### src/rtl/sync_fifo_param_if.sv
// sync_fifo_param_if: producer/consumer bus of the single-clock FIFO.
// Producer side: wr_data, wr_en in; full, almost_full back.
// Consumer side: rd_en in; rd_data, rd_valid, empty, almost_empty, count back.
// With SYNC_FIFO_ERR_FLAGS_EN defined, the sticky overflow/underflow flags are added.
interface sync_fifo_param_if #(
    parameter int DATA_WIDTH = 16,
    parameter int ADDR_WIDTH = 4
);
    logic [DATA_WIDTH-1:0] wr_data;
    logic                  wr_en;
    logic                  full;
    logic                  almost_full;
    logic                  rd_en;
    logic [DATA_WIDTH-1:0] rd_data;
    logic                  rd_valid;
    logic                  empty;
    logic                  almost_empty;
    logic [ADDR_WIDTH:0]   count;
`ifdef SYNC_FIFO_ERR_FLAGS_EN
    logic                  overflow;
    logic                  underflow;
    modport master (
        output wr_data, wr_en, rd_en,
        input  full, almost_full, rd_data, rd_valid, empty, almost_empty, count, overflow, underflow
    );
    modport slave (
        input  wr_data, wr_en, rd_en,
        output full, almost_full, rd_data, rd_valid, empty, almost_empty, count, overflow, underflow
    );
`else
    modport master (
        output wr_data, wr_en, rd_en,
        input  full, almost_full, rd_data, rd_valid, empty, almost_empty, count
    );
    modport slave (
        input  wr_data, wr_en, rd_en,
        output full, almost_full, rd_data, rd_valid, empty, almost_empty, count
    );
`endif
endinterface

### src/rtl/sync_fifo_param.sv
// sync_fifo_param: single-clock parametrised FIFO with standard or first-word-fall-through read,
// registered occupancy count and programmable almost-full/almost-empty flags.
// Ports: clk (rising edge), rst_n (synchronous, active low), bus (sync_fifo_param_if.slave:
// wr_data/wr_en/full/almost_full on the write side, rd_en/rd_data/rd_valid/empty/almost_empty/count
// on the read side).
// Optional: define SYNC_FIFO_ERR_FLAGS_EN to add sticky overflow/underflow flags to the bus.
module sync_fifo_param #(
    parameter int DATA_WIDTH = 16,
    parameter int ADDR_WIDTH = 4,
    parameter int FWFT       = 0,
    parameter int AF_LEVEL   = (2 ** ADDR_WIDTH) - 2,
    parameter int AE_LEVEL   = 2
) (
    input logic              clk,
    input logic              rst_n,
    sync_fifo_param_if.slave bus
);
    localparam int DEPTH = 2 ** ADDR_WIDTH;
    localparam logic [ADDR_WIDTH:0] AF_L = (ADDR_WIDTH + 1)'(AF_LEVEL);
    localparam logic [ADDR_WIDTH:0] AE_L = (ADDR_WIDTH + 1)'(AE_LEVEL);

    logic [DATA_WIDTH-1:0] mem_q [DEPTH];
    logic [ADDR_WIDTH:0]   wr_ptr_q, wr_ptr_d, rd_ptr_q, rd_ptr_d, count_q, count_d;
    logic                  full_q, full_d, empty_q, empty_d, af_q, af_d, ae_q, ae_d;
    logic                  wr_acc, rd_acc;
    logic [ADDR_WIDTH-1:0] rd_addr;

    // Acceptance uses only the registered flags, so a read never frees space for a write
    // in the same cycle and a write never feeds a read in the same cycle.
    assign wr_acc  = bus.wr_en && !full_q;
    assign rd_acc  = bus.rd_en && !empty_q;
    assign rd_addr = rd_ptr_q[ADDR_WIDTH-1:0];

    always_comb begin
        wr_ptr_d = wr_ptr_q + {{ADDR_WIDTH{1'b0}}, wr_acc};
        rd_ptr_d = rd_ptr_q + {{ADDR_WIDTH{1'b0}}, rd_acc};
        count_d  = count_q + {{ADDR_WIDTH{1'b0}}, wr_acc} - {{ADDR_WIDTH{1'b0}}, rd_acc};
        // Same slot with opposite wrap bits means the writer is a full lap ahead.
        full_d   = (wr_ptr_d[ADDR_WIDTH-1:0] == rd_ptr_d[ADDR_WIDTH-1:0]) &&
                   (wr_ptr_d[ADDR_WIDTH] != rd_ptr_d[ADDR_WIDTH]);
        empty_d  = wr_ptr_d == rd_ptr_d;
        af_d     = count_d >= AF_L;
        ae_d     = count_d <= AE_L;
    end

    always_ff @(posedge clk) begin
        if (!rst_n) begin
            wr_ptr_q <= '0;
            rd_ptr_q <= '0;
            count_q  <= '0;
            full_q   <= 1'b0;
            empty_q  <= 1'b1;
            af_q     <= 1'b0;
            ae_q     <= 1'b1;
        end else begin
            wr_ptr_q <= wr_ptr_d;
            rd_ptr_q <= rd_ptr_d;
            count_q  <= count_d;
            full_q   <= full_d;
            empty_q  <= empty_d;
            af_q     <= af_d;
            ae_q     <= ae_d;
        end
    end

    // Storage is deliberately not reset; the pointers alone define what is valid.
    always_ff @(posedge clk) begin
        if (wr_acc) mem_q[wr_ptr_q[ADDR_WIDTH-1:0]] <= bus.wr_data;
    end

    generate
        if (FWFT != 0) begin : g_fwft
            // Head word is presented directly; forced to zero while empty so the
            // unreset storage never leaks onto rd_data.
            assign bus.rd_data  = empty_q ? '0 : mem_q[rd_addr];
            assign bus.rd_valid = !empty_q;
        end else begin : g_std
            logic [DATA_WIDTH-1:0] rd_data_q;
            logic                  rd_valid_q;
            always_ff @(posedge clk) begin
                if (!rst_n) begin
                    rd_data_q  <= '0;
                    rd_valid_q <= 1'b0;
                end else begin
                    rd_data_q  <= rd_acc ? mem_q[rd_addr] : rd_data_q;
                    rd_valid_q <= rd_acc;
                end
            end
            assign bus.rd_data  = rd_data_q;
            assign bus.rd_valid = rd_valid_q;
        end
    endgenerate

`ifdef SYNC_FIFO_ERR_FLAGS_EN
    logic overflow_q, underflow_q;
    always_ff @(posedge clk) begin
        if (!rst_n) begin
            overflow_q  <= 1'b0;
            underflow_q <= 1'b0;
        end else begin
            overflow_q  <= overflow_q || (bus.wr_en && full_q);
            underflow_q <= underflow_q || (bus.rd_en && empty_q);
        end
    end
    assign bus.overflow  = overflow_q;
    assign bus.underflow = underflow_q;
`endif

    assign bus.count        = count_q;
    assign bus.full         = full_q;
    assign bus.empty        = empty_q;
    assign bus.almost_full  = af_q;
    assign bus.almost_empty = ae_q;
endmodule

### src/flat_wrapper.sv
// flat-port wrapper written by rule: the top's interface ports become plain ports
module sync_fifo_param_flat 
#(
    parameter int DATA_WIDTH = 16,
    parameter int ADDR_WIDTH = 4,
    parameter int FWFT       = 0,
    parameter int AF_LEVEL   = (2 ** ADDR_WIDTH) - 2,
    parameter int AE_LEVEL   = 2
)
  (clk, rst_n, bus_wr_data, bus_wr_en, bus_rd_en, bus_full, bus_almost_full, bus_rd_data, bus_rd_valid, bus_empty, bus_almost_empty, bus_count);
  sync_fifo_param_if #(.DATA_WIDTH(DATA_WIDTH), .ADDR_WIDTH(ADDR_WIDTH)) bus_i ();
  input logic clk;
  input logic rst_n;
  input wire logic [$bits(bus_i.wr_data)-1:0] bus_wr_data;
  input wire logic [$bits(bus_i.wr_en)-1:0] bus_wr_en;
  input wire logic [$bits(bus_i.rd_en)-1:0] bus_rd_en;
  output wire logic [$bits(bus_i.full)-1:0] bus_full;
  output wire logic [$bits(bus_i.almost_full)-1:0] bus_almost_full;
  output wire logic [$bits(bus_i.rd_data)-1:0] bus_rd_data;
  output wire logic [$bits(bus_i.rd_valid)-1:0] bus_rd_valid;
  output wire logic [$bits(bus_i.empty)-1:0] bus_empty;
  output wire logic [$bits(bus_i.almost_empty)-1:0] bus_almost_empty;
  output wire logic [$bits(bus_i.count)-1:0] bus_count;
  assign bus_i.wr_data = bus_wr_data;
  assign bus_i.wr_en = bus_wr_en;
  assign bus_i.rd_en = bus_rd_en;
  assign bus_full = bus_i.full;
  assign bus_almost_full = bus_i.almost_full;
  assign bus_rd_data = bus_i.rd_data;
  assign bus_rd_valid = bus_i.rd_valid;
  assign bus_empty = bus_i.empty;
  assign bus_almost_empty = bus_i.almost_empty;
  assign bus_count = bus_i.count;
  sync_fifo_param #(.DATA_WIDTH(DATA_WIDTH), .ADDR_WIDTH(ADDR_WIDTH), .FWFT(FWFT), .AF_LEVEL(AF_LEVEL), .AE_LEVEL(AE_LEVEL)) u_core (.clk(clk), .rst_n(rst_n), .bus(bus_i));
endmodule
### config.mk
export PLATFORM = sky130hd
export DESIGN_NAME = sync_fifo_param_flat
export DESIGN_NICKNAME = d
export VERILOG_FILES = /design/src/rtl/sync_fifo_param_if.sv /design/src/rtl/sync_fifo_param.sv /design/src/flat_wrapper.sv
export SDC_FILE = /design/constraint.sdc
export NUM_CORES = 1
export LEC_CHECK = 0
export ABC_AREA = 1
export CORE_MARGIN = 2
export CORE_UTILIZATION = 44
export DETAILED_ROUTE_END_ITERATION = 8
export GPL_ROUTABILITY_DRIVEN = 0
export PLACE_DENSITY_LB_ADDON = 0.3
export SETUP_SLACK_MARGIN = 0.2
export SYNTH_ARGS = -nofsm -noshare
export SYNTH_HDL_FRONTEND = slang
export SYNTH_SLANG_ARGS = --single-unit
### constraint.sdc
create_clock -name clk -period 2.7 [get_ports clk]
set_input_delay 0.27 -clock clk [delete_from_list [all_inputs] [get_ports clk]]
set_output_delay 0.27 -clock clk [all_outputs]
set_load 0.02 [all_outputs]
==> impl_metrics.tcl <==
set metrics [dict create \
    outcome "finished, final reports clean" \
    start_util_pct 45.0 \
    crit_cells 10 \
    relSlewSlack_pct 49.9 \
    cp_num_buf_inv 1 \
    port_buffers 45 \
    worstRegToRegCells 10 \
    fp.dieW_um 170 \
    stdcell_area_mm2 0.0141 \
    cp_data_required_time_ns 3.13 \
    cts.repair.resized 0 \
    cap_viol_max_count 0 \
    worstReg2RegStart "u_core.bus.empty$_SDFF_PN1_" \
    drt_iter0_drc 632 \
    insertion_delay_ns 0.55 \
    r2r_setup_slack_ns 0.65 \
    dp_hpwl_um 16400 \
    end_kind "flip-flop" \
    fmax_mhz 488 \
    post_dp_cell_area_mm2 0.0132 \
    hold_class "in2reg" \
    finalClockSkew_ns 0.0121 \
    clock-sinks 292 \
    io_pins 46 \
    crit_fanout 3 \
    coreArea_mm2 0.0270 \
    htreeDepth 1 \
    hold_viol 0 \
    synthesis.nets 1198 \
    holdCritStartpoint "bus_rd_en" \
    root_buffer "clkbuf_16" \
    cp.arrival_ns 2.48 \
    num_antenna_cells 0 \
    rsz0062_at_grt "no" \
    setup_viol 0 \
    period_minus_slack_ns 2.05 \
    cts_tree "yes" \
    track_usage_pct 19.2 \
    cp_cell_sequence "nor2_2 > ha_1 > inv_1 > ha_1 > fa_1 > a21oi_1 > o21bai_1 > xor2_1 > nand2_1 > o21ai_0" \
    cp_top_family "adder cells" \
    worstSetupPathType "reg2reg" \
    grt_antenna_before_repair 0 \
    cts_made_buffers 29 \
    fin_crit_sh_pct 75.8 \
    post_cts_buffers 0 \
    max-vdd-ir-drop_uv 527 \
    grt_max_degree 130 \
    fin_nets 1260 \
    cts_hold_buf 0 \
    p_leak_nw 5.65 \
    via_per_inst 4.96 \
    grt_pass1_wl_um 42500 \
    drtPass1Iterations 4 \
    slew_viol_final 0 \
    critPathLaunchType "flip-flop" \
    whs_endpoint "u_core.bus.rd_valid$_SDFF_PN0_" \
    wl_um 26900 \
    rows 60 \
    syn_area_mm2 0.0122 \
    cpPeakStageDelay_ns 0.43 \
    die-height_um 170 \
    area_growth_pct 15.7 \
    path_clk_slew_ns 0.06 \
    synth_warnings 0 \
    die_area_mm2 0.0290 \
    first_global_vias 7599 \
    syn_area_per_cell_um2 10.4 \
    post_drt_wl_per_cell_um 16.8 \
    yosysSeqAreaShare_pct 69.1 \
    drc 0 \
    vias 7916 \
    cellPowerDensity_mw_per_mm2 724 \
    cp_slowest_cell "fa_1" \
    path_common_cell "ha_1" \
    setup_slack_ns 0.652 \
    synthDistinctLibCells 26 \
    hold-path-cell-count 3 \
    grt-ovfl-total 0 \
    r2r-end "u_core.bus.almost_full$_SDFF_PN0_" \
    netlist_instances 1169 \
    drive_gt1_share_pct 7.74 \
    ant_nets 0 \
    max_slew.worst_pin.slew_ns 0.751 \
    cts_max_path_buffers 3 \
    setup_tns_ns 0 \
    whs_ns 0.335 \
    preCtsSetupSlack_ns 0.248 \
    ys_ff_latch 292 \
]
worst min-delay path: stages:
cell and delay [ns]:
clkdlybuf4s50_1 0.42, nand2_1 0.11, nor2_1 0.04
through the flow:
stage | util, % | instances | total power [mW]
after floorplan | - | 1169 | 5.99
after global placement | 48.7 | 1541 | 6.37
after detailed placement | 48.7 | 1541 | 6.39
after CTS | 52.1 | 1595 | 10.3
after global routing | 52.1 | 1595 | 10.6
final | 52.1 | 1595 | 10.2
layout by cell type, fill, tap and decap left out, types with 2 or more instances in the layout:
master,n
clkbuf_16,29
a21oi_1,3
dfxtp_1,35
nand3b_1,2
inv_1,73
buf_4,32
buf_12,9
ha_1,8
o21ai_0,2
nand2_1,527
clkinv_1,9
xnor2_1,5
xor2_1,6
clkbuf_1,11
clkdlybuf4s50_1,45
inv_2,2
nor2_2,14
bufinv_16,3
nand3_1,125
nor2_1,48
edfxtp_1,256
worst max path at each step:
stage	endpoint	start
floorplan	u_core.bus.almost_full$_SDFF_PN0_	u_core.bus.empty$_SDFF_PN1_
global placement	u_core.bus.almost_full$_SDFF_PN0_	bus_rd_en
detailed placement	u_core.bus.almost_full$_SDFF_PN0_	bus_rd_en
CTS	u_core.bus.almost_full$_SDFF_PN0_	u_core.bus.empty$_SDFF_PN1_
global route	u_core.bus.almost_full$_SDFF_PN0_	u_core.bus.empty$_SDFF_PN1_
finish	u_core.bus.almost_full$_SDFF_PN0_	u_core.bus.empty$_SDFF_PN1_
final cells by class:
cell class,count,area (µm²)
clock inverter,13,139
tap,341,427
sequential,292,8410
clock buffer,41,781
fill,2355,12900
multi-input combinational,744,3150
inverter,78,295
timing repair buffer,86,871
Yosys cell counts:
master	instances	share of area (%)
fa_1	1	0.16
buf_8	1	0.12
nor2_4	1	0.093
o21ai_0	2	0.082
nand3b_1	2	0.12
nor2_2	1	0.051
nand2_2	1	0.051
buf_6	7	0.65
edfxtp_1	256	63
buf_1	5	0.15
buf_2	24	0.99
inv_4	1	0.051
inv_2	2	0.062
a21oi_1	3	0.12
dfxtp_1	36	5.9
inv_1	73	2.3
clkinv_1	2	0.062
nand3_1	125	5.1
o21bai_1	1	0.062
buf_4	11	0.68
xnor2_1	5	0.36
xor2_1	6	0.43
clkbuf_1	7	0.22
nor2_1	61	1.9
ha_1	8	0.82
nand2_1	527	16
where the power goes:
part	leakage, nW	internal (mW)	switching, mW
sequential	2.61	5.04	0.0587
combinational	2.59	0.445	0.753
clock	0.443	2.29	1.61
total	5.65	7.77	2.42
cell families after synthesis:
kind of cell	share of synthesized area, %
xor gates and xnor gates	0.792
buffers and inverters	5.24
AOI/OAI and AO/OA	0.267
and+or+nand+nor	23.6
DFF	69.1
adders and majority gates	0.987
metal layers:
metal / share of wire [%] / vias up / track usage (%)
met2: 48 / 217 / 31.8
met5: 0 / - / 0
met1: 43 / 3708 / 26.2
met3: 6.3 / 57 / 2.67
met4: 2.8 / 0 / 6.54
li1: - / 3934 / -
state kept, by name (all words and copies together), names as in the netlist:
register / count
u_core.rd_ptr_q: 5
u_core.bus.count: 5
u_core.bus.rd_data: 16
u_core.bus.almost_empty: 1
u_core.bus.empty: 1
u_core.wr_ptr_q: 5
u_core.bus.rd_valid: 1
u_core.mem_q: 256
u_core.bus.almost_full: 1
u_core.bus.full: 1
Note: power is estimated with default switching activity, not from simulation.
